$ cat config.mk
export PLATFORM = sky130hd
export DESIGN_NAME = fetch_redirect
export DESIGN_NICKNAME = d
export VERILOG_FILES = /design/src/rtl/fetch_pkg.sv /design/src/rtl/fetch_queue2.sv /design/src/rtl/fetch_redirect.sv
export SDC_FILE = /design/constraint.sdc
export NUM_CORES = 1
export LEC_CHECK = 0
export ABC_CLOCK_PERIOD_IN_PS = 10600
export BUFFER_PORTS_ARGS = -buffer_cell sky130_fd_sc_hd__buf_2
export CAP_MARGIN = 30
export CORE_MARGIN = 2
export CORE_UTILIZATION = 59
export DETAILED_ROUTE_END_ITERATION = 16
export GPL_ROUTABILITY_DRIVEN = 0
export HOLD_SLACK_MARGIN = 0.03
export PLACE_DENSITY = 0.95
export RECOVER_POWER = 25
export SLEW_MARGIN = 20
export SYNTH_ARGS = -nofsm -noshare
export SYNTH_HDL_FRONTEND = slang
export SYNTH_SLANG_ARGS = --single-unit
$ cat constraint.sdc
create_clock -name clk -period 10.6 [get_ports clk]
set_input_delay 1.59 -clock clk [delete_from_list [all_inputs] [get_ports clk]]
set_output_delay 1.59 -clock clk [all_outputs]
set_load 0.1 [all_outputs]
$ cat src/rtl/fetch_pkg.sv
// Shared types for the fetch front end: the queue entry layout and the fetch FSM states.
package fetch_pkg;

   localparam int FETCH_PC_W     = 32;
   localparam int FETCH_BUNDLE_W = 128;

   typedef struct packed {
      logic [FETCH_PC_W-1:0]     pc;
      logic [FETCH_BUNDLE_W-1:0] bundle;
   } fetch_entry_t;

   typedef enum logic {
      BOOT = 1'b0,
      RUN  = 1'b1
   } fetch_state_e;

endpackage

$ cat src/rtl/fetch_queue2.sv
// Two-entry FIFO of fetch entries. Slot 0 is always the head; clear dominates push.
module fetch_queue2
   import fetch_pkg::*;
#(
   parameter logic [FETCH_PC_W-1:0] RST_PC = '0
) (
   input  logic         clk,
   input  logic         rstn,
   input  logic         push,
   input  logic         pop,
   input  logic         clear,
   input  fetch_entry_t din,
   output fetch_entry_t head,
   output logic [1:0]   count
);

   fetch_entry_t slot0, slot1;
   logic         pop_ok;

   assign pop_ok = pop && (count != 2'd0);
   assign head   = slot0;

   always_ff @(posedge clk or negedge rstn) begin
      if (!rstn) begin
         slot0 <= '{pc: RST_PC, bundle: '0};
         slot1 <= '0;
         count <= 2'd0;
      end else if (clear) begin
         count <= 2'd0;
      end else begin
         unique case ({push, pop_ok})
            2'b10: begin
               if (count == 2'd0) slot0 <= din;
               else               slot1 <= din;
               if (count != 2'd2) count <= count + 2'd1;
            end
            2'b01: begin
               slot0 <= slot1;
               count <= count - 2'd1;
            end
            2'b11: begin
               // Occupancy is unchanged; the new entry lands behind whatever remains.
               if (count == 2'd1) slot0 <= din;
               else begin
                  slot0 <= slot1;
                  slot1 <= din;
               end
            end
            default: ;
         endcase
      end
   end

endmodule

$ cat src/rtl/fetch_redirect.sv
// Fetch PC, 1-cycle imem issue, 2-entry decode queue and branch redirect handling.
// Optional perf counters under `FETCH_REDIRECT_PERF_EN. PC_W/BUNDLE_W must match fetch_pkg.
module fetch_redirect
   import fetch_pkg::*;
#(
   parameter int               PC_W     = FETCH_PC_W,
   parameter int               BUNDLE_W = FETCH_BUNDLE_W,
   parameter logic [PC_W-1:0]  RESET_PC = '0
) (
   input  logic                clk,
   input  logic                rstn,
   input  logic                npc_enn,
   input  logic [PC_W-1:0]     npc_target,
   input  logic                stall,
   output logic                imem_en,
   output logic [PC_W-1:0]     imem_addr,
   input  logic [BUNDLE_W-1:0] imem_rdata,
   output logic                dec_valid,
   output logic [PC_W-1:0]     dec_pc,
   output logic [BUNDLE_W-1:0] dec_bundle
`ifdef FETCH_REDIRECT_PERF_EN
   ,
   output logic [31:0]         redirect_cnt,
   output logic [31:0]         squash_cnt
`endif
);

   fetch_state_e    state_q, state_d;
   logic [PC_W-1:0] fetch_pc;
   logic [PC_W-1:0] inflight_pc;
   logic            inflight;
   logic            kill;

   logic            q_push, q_pop;
   logic [1:0]      q_count;
   logic [2:0]      q_occ;
   fetch_entry_t    q_din, q_head;

   assign q_din   = '{pc: inflight_pc, bundle: imem_rdata};
   assign q_push  = inflight && !kill && !npc_enn;
   assign q_pop   = dec_valid && !stall && !npc_enn;
   // Occupancy once this cycle's in-flight response lands and any pop retires.
   assign q_occ   = {1'b0, q_count} + {2'b0, inflight} - {2'b0, q_pop};

   always_ff @(posedge clk or negedge rstn) begin
      if (!rstn) state_q <= BOOT;
      else       state_q <= state_d;
   end

   always_comb begin
      state_d = state_q;
      imem_en = 1'b0;
      unique case (state_q)
         BOOT: state_d = RUN;
         RUN: begin
            state_d = RUN;
            imem_en = !npc_enn && (q_occ < 3'd2);
         end
         default: state_d = BOOT;
      endcase
   end

   always_ff @(posedge clk or negedge rstn) begin
      if (!rstn) begin
         fetch_pc    <= RESET_PC;
         inflight    <= 1'b0;
         inflight_pc <= RESET_PC;
         kill        <= 1'b0;
      end else begin
         if (npc_enn)      fetch_pc <= npc_target;
         else if (imem_en) fetch_pc <= fetch_pc + 1'b1;
         inflight    <= imem_en;
         inflight_pc <= fetch_pc;
         kill        <= npc_enn;
      end
   end

   fetch_queue2 #(.RST_PC(RESET_PC)) u_queue (
      .clk   (clk),
      .rstn  (rstn),
      .push  (q_push),
      .pop   (q_pop),
      .clear (npc_enn),
      .din   (q_din),
      .head  (q_head),
      .count (q_count)
   );

   assign imem_addr  = fetch_pc;
   assign dec_valid  = (q_count != 2'd0);
   assign dec_pc     = q_head.pc;
   assign dec_bundle = q_head.bundle;

`ifdef FETCH_REDIRECT_PERF_EN
   logic [32:0] sq_sum;
   assign sq_sum = {1'b0, squash_cnt} + {31'b0, q_count} + {32'b0, inflight && !kill};

   always_ff @(posedge clk or negedge rstn) begin
      if (!rstn) begin
         redirect_cnt <= '0;
         squash_cnt   <= '0;
      end else if (npc_enn) begin
         if (redirect_cnt != '1) redirect_cnt <= redirect_cnt + 32'd1;
         squash_cnt <= sq_sum[32] ? '1 : sq_sum[31:0];
      end
   end
`endif

endmodule

Word-level counts from Yosys, hierarchy flattened:

Index checks and enable logic that the tools add are counted.

* output and inout bits: 194
* flip-flop bits (word level): 389

* order comparisons: 1
* reductions and logical operators: 18
* add/subtract/negate cells: 5
* bitwise operators: 1
* eq/ne operators: 9
* multiplexer cells: 12

Operators by type and width (count)
* $mux W160: 4
* $pmux W160 S3: 1
* $pmux W160 S2: 1
* $mux W32: 2
* $add A32 B1 Y32 const B: 1
* $logic_and A1 B1 Y1: 6
* $ne A2 B2 Y1 const B: 3
* $reduce_bool A2 Y1: 3
* $reduce_bool A3 Y1: 2
* $eq A2 B1 Y1 const B: 2
* $eq A2 B2 Y1 const B: 2
* $mux W2: 2
* $pmux W2 S2: 1
* $reduce_and A4 Y1: 1
* $add A2 B1 Y3: 1
* $logic_not A1 Y1: 3
* $lt A3 B2 Y1 const B: 1
* $ne A3 B2 Y1 const B: 1
* $reduce_and A3 Y1: 1
* $sub A3 B1 Y3: 1
* $add A2 B1 Y2 const B: 1
* $logic_not A2 Y1: 1
* $ne A2 B1 Y1 const B: 1
* $reduce_and A2 Y1: 1
* 3 further kinds: 3

Logic depth before layout (Yosys ltp):

Gate-level depths: netlist of the first run.

* depth after elaboration: 9
* gate-level depth with buffers: 16
* depth with buffers taken out: 13

Hierarchy:

A second synthesis of the first run with hierarchy kept.

* cell total of the unflattened synthesis: 1319
* area total of the unflattened synthesis: 16718.5 um^2

By module, submodules not included
* fetch_queue2: seq. area each 8057.7 um^2, cells each 1057, area each 13827.0 um^2, instances 1
* fetch_redirect: seq. area each 1676.6 um^2, cells each 262, area each 2891.5 um^2, instances 1

Worst setup path after synthesis of the first run:

OpenSTA, ideal clock, no wires.

* path type: input-to-output
* start: input npc_enn
* end: output imem_en
* stages on the path: 12
* slack: 4832 ps
* path buffers: 4
* required time: 9010 ps
* arrival time: 4178 ps
* cell sequence: or3_4 > inv_2 > buf_2 > buf_2 > ha_1 > nand2b_1 > fa_1 > xor2_1 > or3_4 > inv_2 > buf_6 > clkbuf_8

* longest elaborated chain between the ends: 6

RTL lines
* from (decl): RTL line fetch_redirect.sv:12 `input logic npc_enn,`
* $logic_not A1 Y1 (*): RTL line fetch_redirect.sv:41, fetch_redirect.sv:57
* $logic_and A1 B1 Y1: RTL line fetch_redirect.sv:41 `assign q_pop = dec_valid && !stall && !npc_enn;`
* $sub A3 B1 Y3: RTL line fetch_redirect.sv:43 `assign q_occ = {1'b0, q_count} + {2'b0, inflight} - {2'b0, q_pop};`
* $lt A3 B2 Y1: RTL line fetch_redirect.sv:57 `imem_en = !npc_enn && (q_occ < 3'd2);`
* $logic_and A1 B1 Y1 (*): RTL line fetch_redirect.sv:57
* $mux W1 (*): RTL line fetch_redirect.sv:53 `unique case (state_q)`
* to (decl): RTL line fetch_redirect.sv:15 `output logic imem_en,`

Every way passes the cells marked *; elsewhere a longest branch is shown, timed or not.

Final worst setup path of the first run:

Ends and elaborated chain as after synthesis.

==> results of run 1 <==
-- layer usage --
metal | track usage (%) | vias up | wire length, µm | part of all wire [%]
met5 | 0 | - | 0 | 0
met4 | 16.73 | 0 | 2480 | 5.4
met3 | 7.616 | 199 | 4440 | 9.7
met2 | 48.25 | 883 | 21790 | 48
met1 | 37.80 | 6645 | 16900 | 37
li1 | - | 5987 | - | -
-- stage by stage --
stage / utilization, % / worst slack, ps / cells / hold slack (ps) / instance area [µm²]
5_1_grt: 71.54 / 3054 / 2229 / 494.9 / 19870
3_5_place_dp: 66.79 / 3890 / 2144 / 464.8 / 18550
4_1_cts: 71.37 / 3836 / 2214 / 478.8 / 19830
3_3_place_gp: 66.49 / 3944 / 2141 / 456.5 / 18470
2_1_floorplan: - / 4832 / 1514 / 472.2 / 16620
6_report: 71.54 / 3204 / 2229 / 473.0 / 19870
-- tightest hold or removal path: stages (launching register included) --
cell	delay, ps
dfrtp_1	340
nand2_1	40
o21ai_0	60
-- worst paths after layout --
path                                endpoint  slack [ps]  cells after the start
min in group asynchronous  u_queue.slot1[97]        1550                      1
max in group asynchronous   u_queue.head[34]        4300                      4
setup / recovery                     imem_en        3200                     10
setup reg to reg               imem_addr[14]        6040                     13
hold reg to reg            u_queue.head[132]         470                      2
hold / removal             u_queue.head[132]         470                      2
-- sequential cells by signal (all words and copies together), names as in the netlist --
name	cells
inflight	1
kill	1
inflight_pc	32
u_queue.head	160
imem_addr	32
u_queue.count	2
u_queue.slot1	160
state_q	1
-- layout make-up --
type                            count  share of cell area, %
Multi-Input combinational cell    996                  31.86
Timing Repair Buffer              370                  9.960
Clock buffer                       59                  5.899
Clock inverter                     11                 0.5037
Inverter                           13                 0.2581
Tap cell                          378                  2.380
Antenna cell                       13                 0.1637
Sequential cell                   389                  48.98
-- synthesized netlist by cell type (6+ instances only) --
master / count / share of area (%)
o311ai_0: 12 / 0.63
o211ai_1: 15 / 0.68
mux2_2: 160 / 11
nand2_1: 201 / 4.5
dfrtp_1: 389 / 59
inv_1: 11 / 0.25
o21ai_0: 126 / 3.8
clkbuf_1: 54 / 1.2
a31oi_1: 6 / 0.23
a21oi_1: 162 / 4.9
o21ai_1: 44 / 1.3
and3_1: 160 / 6.0
nand3_1: 21 / 0.63
nor2_1: 16 / 0.36
buf_2: 56 / 1.7
-- kinds of logic after synthesis --
logic type / after synthesis
AO/OA/AOI/OAI: 387
XOR/XNOR: 2
adder cells (fa/ha/maj): 6
buffers and inverters: 129
flip-flops: 389
multiplexers: 162
other: 1
AND/OR/NAND/NOR: 438
==> out/results.txt, run 1 <==
die area = 0.02953 mm²
share of layout cells above drive strength 1 = 33.08%
measured slew at the worst slew-check pin = 2711 ps
largest family of logic cells by synthesized area = simple AND/OR/NAND/NOR gates
commonest non-fill, non-tap cell in the layout = dfrtp_1
final wirelength = 45,610 µm
vias in the first global route = 13,230
fill count = 1,817
first-pass GRT wire length = 70,690 µm
total core area = 0.02778 mm²
critical path fanouts, max = 41
critical path, cell by cell = clkbuf_1 > or3_4 > inv_4 > ha_1 > nand2b_1 > fa_1 > xor2_1 > or3_4 > inv_2 > buf_2
Post-synth EDFFs = 0
#FFs+latches synth = 389
asr flop ratio synth = 100.0%
CP max stage delay = 1160 ps
DRT Pass-1 Iters = 7
Hold Crit Class = reg -> reg
max-slew violation count = 128
clk root buf = clkbuf_16
CTS tree = yes
Worst path slowest cell = clkbuf_1
CTS Buf Count = 39
crit path from = npc_enn
H-tree depth = 2
Max-Cap Viols = 3
Critical Path RT = 9010 ps
outcome = finished, violations left
Startpoint Class = primary input
slew margin rel. = -80.70%
adder-cell share of the synthesized area = 0.4969%
die height = 171.8 µm
CP top delay family = buffers and inverters
Final Skew = 17.90 ps
min Tclk post-route = 7396 ps
crit path DAT = 5810 ps
Post-Synth XOR/XNOR Area = 0.1054%
number of port buffers = 357
setup TNS = 0 ps
FF/Latch Area = 0.009734 mm²
footprint of the multi-input gates = 0.006331 mm²
clk buf depth = 3
Post-Synthesis Mean Instance Area = 10.98 µm²
Setup Buffers After CTS = 0
# clock sinks = 389
CP Class = in -> out
I/O pin total = 358
Vias = 13,710
initial antenna violation count = 13
Avg WL per Cell = 20.46 µm
global route total overflow = 0
Top FF cell, synth = dfrtp_1
area delta synth->final = 19.58%
Initial Util = 59.82%
Reg clk slew, reported paths = 60 ps
failing checks = max-capacitance violations, max-slew violations
mux share of post-synthesis cell area = 10.96%
Net Count, Synth = 1,684
crit share post-route = 69.78%
Mapped Cells = 1,514
Worst Path Buf+Inv = 4
Worst-Skew Late Latency = 530 ps
most frequent cells in the layout = 389 x dfrtp_1, 355 x buf_2, 201 x nand2_1, 162 x a21oi_1
Synth Area in Simple Gates = 13.51%
Compound-Gate Fraction of Synth Area = 12.77%
largest net degree at the start of global routing = 273
antenna-violating nets left = 0
Syn Std Cell Area = 0.01662 mm²
hold bufs inserted after CTS = 0
Std-Cell Rows = 61
# nets final = 1,979
Via density = 6.153
Post-CTS Resized = 0
HPWL Detailed = 28,060 µm
unrepaired setup endpoints after global routing = false
Critical Path End Type = output port
worst hold path startpoint = u_queue.head[132]
Max Fclk = 135.2 MHz
reg2reg start = u_queue.count[1]
Die X = 171.8 µm
synth warn = 0
Final Hold Viols = 0
sequential area share after synthesis = 58.57%
DRT iter0 DRCs = 1,509
synth unique cells = 57
Final setup viols = 0
DR DRC count = 0
most used cell, CP = or3_4
Total GRT Usage = 30.18%
Power of run 1 is not shown: default switching activity piles up to over one toggle a cycle in this logic, so the estimate is an artifact.
==> run 2, diff against run 1 <==
--- a/config.mk
+++ b/config.mk
@@ -5,15 +5,15 @@
 export SDC_FILE = /design/constraint.sdc
 export NUM_CORES = 1
 export LEC_CHECK = 0
-export ABC_CLOCK_PERIOD_IN_PS = 10600
+export ABC_CLOCK_PERIOD_IN_PS = 7680
 export BUFFER_PORTS_ARGS = -buffer_cell sky130_fd_sc_hd__buf_2
 export CAP_MARGIN = 30
 export CORE_MARGIN = 2
-export CORE_UTILIZATION = 59
+export CORE_UTILIZATION = 55
 export DETAILED_ROUTE_END_ITERATION = 16
 export GPL_ROUTABILITY_DRIVEN = 0
 export HOLD_SLACK_MARGIN = 0.03
-export PLACE_DENSITY = 0.95
+export PLACE_DENSITY = 0.91
 export RECOVER_POWER = 25
 export SLEW_MARGIN = 20
 export SYNTH_ARGS = -nofsm -noshare
==> constraint.sdc (replaced) <==
create_clock -name clk -period 7.68 [get_ports clk]
set_input_delay 1.152 -clock clk [delete_from_list [all_inputs] [get_ports clk]]
set_output_delay 1.152 -clock clk [all_outputs]
set_load 0.1 [all_outputs]
==> out/results.txt, run 2 (same netlist as run 1, synthesis figures left out) <==
outcome = finished, violations left
failing checks = max-capacitance violations, max-slew violations
Final Skew = 11.13 ps (-6.762 ps)
fill count = 2,100 (+16%)
Worst-Skew Late Latency = 520 ps (about the same)
CTS Buf Count = 40 (+2.6%)
R2R depth = 13 (unchanged)
Total GRT Usage = 26.25% (-3.9 points)
Max-Cap Viols = 1 (-2)
crit path DAT = 5270 ps (-540 ps)
antenna-violating nets left = 0 (unchanged)
measured slew at the worst slew-check pin = 2980 ps (+269.6 ps)
clk root buf = clkbuf_16
Die X = 177.8 µm (+3.5%)
die area = 0.03162 mm² (+7.1%)
Final Hold Viols = 0 (unchanged)
# clock sinks = 389 (unchanged)
largest net degree at the start of global routing = 218 (-20%)
Max Fclk = 155.8 MHz
Std-Cell Rows = 63 (+3.3%)
footprint of the multi-input gates = 0.006331 mm² (unchanged)
HPWL Detailed = 27,020 µm (-3.7%)
I/O pin total = 358 (unchanged)
CP Class = in -> out
worst hold path startpoint = u_queue.head[140]
Hold Crit Endpoint = u_queue.head[140]
reg2reg start = u_queue.count[1]
slew margin rel. = -98.67% (-18 points)
clk buf depth = 3 (unchanged)
number of port buffers = 357 (unchanged)
Reg clk slew, reported paths = 50 ps (about the same)
share of layout cells above drive strength 1 = 32.84% (-0.24 points)
Hold Crit Class = reg -> reg
Post-CTS Resized = 0 (unchanged)
Initial Util = 55.93% (-3.9 points)
Startpoint Class = primary input
Vias = 13,310 (-2.9%)
hold bufs inserted after CTS = 0 (unchanged)
commonest non-fill, non-tap cell in the layout = dfrtp_1
unrepaired setup endpoints after global routing = false
Worst R2R Setup Slack = 2650 ps (-3390 ps)
# nets final = 1,977 (-0.10%)
Avg WL per Cell = 19.01 µm (-7.1%)
Critical Path RT = 6530 ps (-2480 ps)
initial antenna violation count = 5 (-8)
critical path fanouts, max = 89 (+120%)
Reg2Reg Capture Point = imem_addr[10]
final wirelength = 42,300 µm (-7.3%)
first-pass GRT wire length = 66,530 µm (-5.9%)
min Tclk post-route = 6417 ps
Final setup viols = 0 (unchanged)
max-slew violation count = 52 (-59%)
most frequent cells in the layout = 389 x dfrtp_1, 356 x buf_2, 201 x nand2_1, 162 x a21oi_1
FF/Latch Area = 0.009734 mm² (unchanged)
area delta synth->final = 19.02%
Setup Buffers After CTS = 0 (unchanged)
DR DRC count = 0 (unchanged)
DRT iter0 DRCs = 1,200 (-20%)
setup TNS = 0 ps (unchanged)
global route total overflow = 0 (unchanged)
H-tree depth = 2 (unchanged)
DRT Pass-1 Iters = 7 (unchanged)
crit share post-route = 83.56%
total core area = 0.02972 mm² (+7.0%)
die height = 177.8 µm (+3.5%)
vias in the first global route = 12,980 (-1.9%)
CTS tree = yes
Via density = 5.984 (-2.7%)
hold depth = 2 (unchanged)
Critical Path End Type = output port
## run 2: metrics by stage
step	worst slack, ps	hold slack, ps	util [%]	cells	instance area (µm²)
after detailed placement	1363	464.6	62.45	2155	18560
after global placement	1460	456.3	62.29	2153	18510
after global routing	1068	500.8	66.56	2225	19780
final	1263	469.0	66.56	2225	19780
after CTS	1296	478.0	66.56	2220	19780
after floorplan	2788	472.2	-	1514	16620
## run 2: per-layer routing
metal,GRT usage (%),share of wire [%],vias to the layer above
met5,0,0,-
met4,12.06,4.0,0
met3,4.563,8.4,140
met2,43.43,49,734
met1,33.87,39,6507
li1,-,-,5933
## run 2: how the worst max path moves through the flow
stage             from  endpoint  slack [ps]  cells past startpoint
2_1_floorplan  npc_enn   imem_en        2790                     12
3_3_place_gp   npc_enn   imem_en        1460                     10
3_5_place_dp   npc_enn   imem_en        1360                     10
4_1_cts        npc_enn   imem_en        1300                     10
5_1_grt        npc_enn   imem_en        1070                     10
6_report       npc_enn   imem_en        1260                     10
## run 2: worst max-delay path, cell delays in order
cell	delay, ps
buf_2	330
or3_4	520
inv_4	600
ha_1	390
nand2b_1	170
fa_1	380
xor2_1	200
or3_4	540
inv_2	420
buf_2	520
## run 2: area by class of cell
class                   instances  share of cell area, %
well taps                     390                  2.467
multi-input cells             996                  32.01
repair buffers                367                  9.824
clock buffers                  58                  5.813
flip-flops and latches        389                  49.21
inverters                      13                 0.2593
clock inverters                 7                 0.3542
diodes                          5                0.06326
Power of run 2 is left out for the same reason.
==> run 3, diff against run 2 <==
--- a/config.mk
+++ b/config.mk
@@ -5,7 +5,7 @@
 export SDC_FILE = /design/constraint.sdc
 export NUM_CORES = 1
 export LEC_CHECK = 0
-export ABC_CLOCK_PERIOD_IN_PS = 7680
+export ABC_CLOCK_PERIOD_IN_PS = 6100
 export BUFFER_PORTS_ARGS = -buffer_cell sky130_fd_sc_hd__buf_2
 export CAP_MARGIN = 30
 export CORE_MARGIN = 2
==> constraint.sdc (replaced) <==
create_clock -name clk -period 6.1 [get_ports clk]
set_input_delay 0.915 -clock clk [delete_from_list [all_inputs] [get_ports clk]]
set_output_delay 0.915 -clock clk [all_outputs]
set_load 0.1 [all_outputs]
==> out/results.txt, run 3 (same netlist as run 1, synthesis figures left out) <==
outcome = finished, violations left
failing checks = max-capacitance violations, max-slew violations
Final Skew = 10.58 ps (-0.5539 ps)
number of port buffers = 357 (unchanged)
die area = 0.03162 mm² (unchanged)
share of layout cells above drive strength 1 = 33.02% (+0.18 points)
final wirelength = 42,810 µm (+1.2%)
placed cell area = 0.01861 mm² (+0.26%)
critical path fanouts, max = 23 (-74%)
Reg clk slew, reported paths = 60 ps (about the same)
unrepaired setup endpoints after global routing = false
crit path DAT = 3880 ps (-1390 ps)
CP Class = reg -> out
Critical Path RT = 5180 ps (-1350 ps)
slew margin rel. = -172.4% (-74 points)
largest net degree at the start of global routing = 161 (-26%)
initial antenna violation count = 7 (+2)
CTS Buf Count = 40 (unchanged)
DRT iter0 DRCs = 1,231 (+2.6%)
clk root buf = clkbuf_16
Setup Buffers After CTS = 0 (unchanged)
total core area = 0.02972 mm² (unchanged)
Final WS setup = 1300 ps (+37.63 ps)
met2 WL = 20,490 µm (-0.89%)
I/O pin total = 358 (unchanged)
max-slew violation count = 89 (+71%)
Max Fclk = 208.4 MHz
Total GRT Usage = 26.43% (+0.18 points)
Post-CTS Resized = 0 (unchanged)
hold bufs inserted after CTS = 0 (unchanged)
Max-Cap Viols = 1 (unchanged)
FF/Latch Area = 0.009734 mm² (unchanged)
Via density = 5.905 (-1.3%)
clk buf depth = 3 (unchanged)
final instance area = 0.01990 mm² (+0.60%)
# nets final = 1,980 (+0.15%)
max layer used = met4
Initial Util = 55.93% (unchanged)
setup TNS = 0 ps (unchanged)
measured slew at the worst slew-check pin = 4086 ps (+1106 ps)
DRT Pass-1 Iters = 5 (-2)
Worst-Skew Late Latency = 520 ps (about the same)
min Tclk post-route = 4800 ps
global route total overflow = 0 (unchanged)
H-tree depth = 2 (unchanged)
die height = 177.8 µm (unchanged)
# clock sinks = 389 (unchanged)
first-pass GRT wire length = 66,890 µm (+0.54%)
Startpoint Class = flop
DR DRC count = 0 (unchanged)
footprint of the multi-input gates = 0.006331 mm² (unchanged)
crit share post-route = 78.68%
final core utilization = 66.96% (+0.40 points)
Final setup viols = 0 (unchanged)
antenna-violating nets left = 0 (unchanged)
vias in the first global route = 12,950 (-0.22%)
fill count = 2,114 (+0.67%)
Vias = 13,180 (-1.0%)
HPWL Detailed = 26,820 µm (-0.76%)
Avg WL per Cell = 19.18 µm (+0.89%)
routed length on met1 = 16,430 µm (+0.44%)
Std-Cell Rows = 63 (unchanged)
Final Hold Viols = 0 (unchanged)
Hold Crit Class = reg -> reg
Met3 Wirelength = 3912 µm (+10%)
commonest non-fill, non-tap cell in the layout = dfrtp_1
area delta synth->final = 19.73%
DP Worst Slack = 1380 ps (+17.72 ps)
most frequent cells in the layout = 389 x dfrtp_1, 356 x buf_2, 201 x nand2_1, 162 x a21oi_1
Die X = 177.8 µm (unchanged)
Critical Path End Type = output port
CTS tree = yes
run 3: cell count changes in the layout (fill, tap and decap cells not counted):
cell and delta:
buf_12 +2, bufinv_16 +2, diode_2 +2, buf_4 +1, clkbuf_1 -1, clkdlybuf4s25_1 +1
run 3: final cells by class:
type | count | share of cell area, %
clock inverter | 9 | 0.6539
antenna | 7 | 0.08803
inverter | 13 | 0.2578
sequential | 389 | 48.92
tap | 390 | 2.452
multi-input combinational | 996 | 31.82
timing repair buffer | 370 | 10.04
clock buffer | 58 | 5.778
run 3: path summary, 6_finish.rpt:
path,start,to,slack [ps],cells past startpoint
max in group asynchronous,rstn,u_queue.head[2],1750,1
max reg2reg,u_queue.count[1],imem_addr[10],1970,14
min in group asynchronous,rstn,inflight_pc[22],2070,1
min,u_queue.head[150],u_queue.head[150],470,2
min reg2reg,u_queue.head[150],u_queue.head[150],470,2
max,u_queue.count[1],imem_en,1300,11
run 3: through the flow:
stage	hold slack, ps	instances
3_3_place_gp	452.6	2157
6_report	471.5	2232
5_1_grt	482.2	2232
4_1_cts	428.4	2225
3_5_place_dp	464.6	2158
2_1_floorplan	472.2	1514
run 3: per-layer routing:
metal | up-vias | global-route usage [%]
li1 | 5964 | -
met1 | 6349 | 33.93
met2 | 715 | 42.89
met3 | 152 | 5.784
met4 | 0 | 12.43
met5 | - | 0
run 3: critical path, cell delays in order (launching register included):
cell and delay [ps]:
dfrtp_1 470, inv_1 110, ha_1 260, or3_4 460, inv_4 70, ha_1 210, nand2b_1 150, fa_1 390
xor2_1 200, or3_4 530, inv_2 90, buf_2 420
Power of run 3 is left out for the same reason.
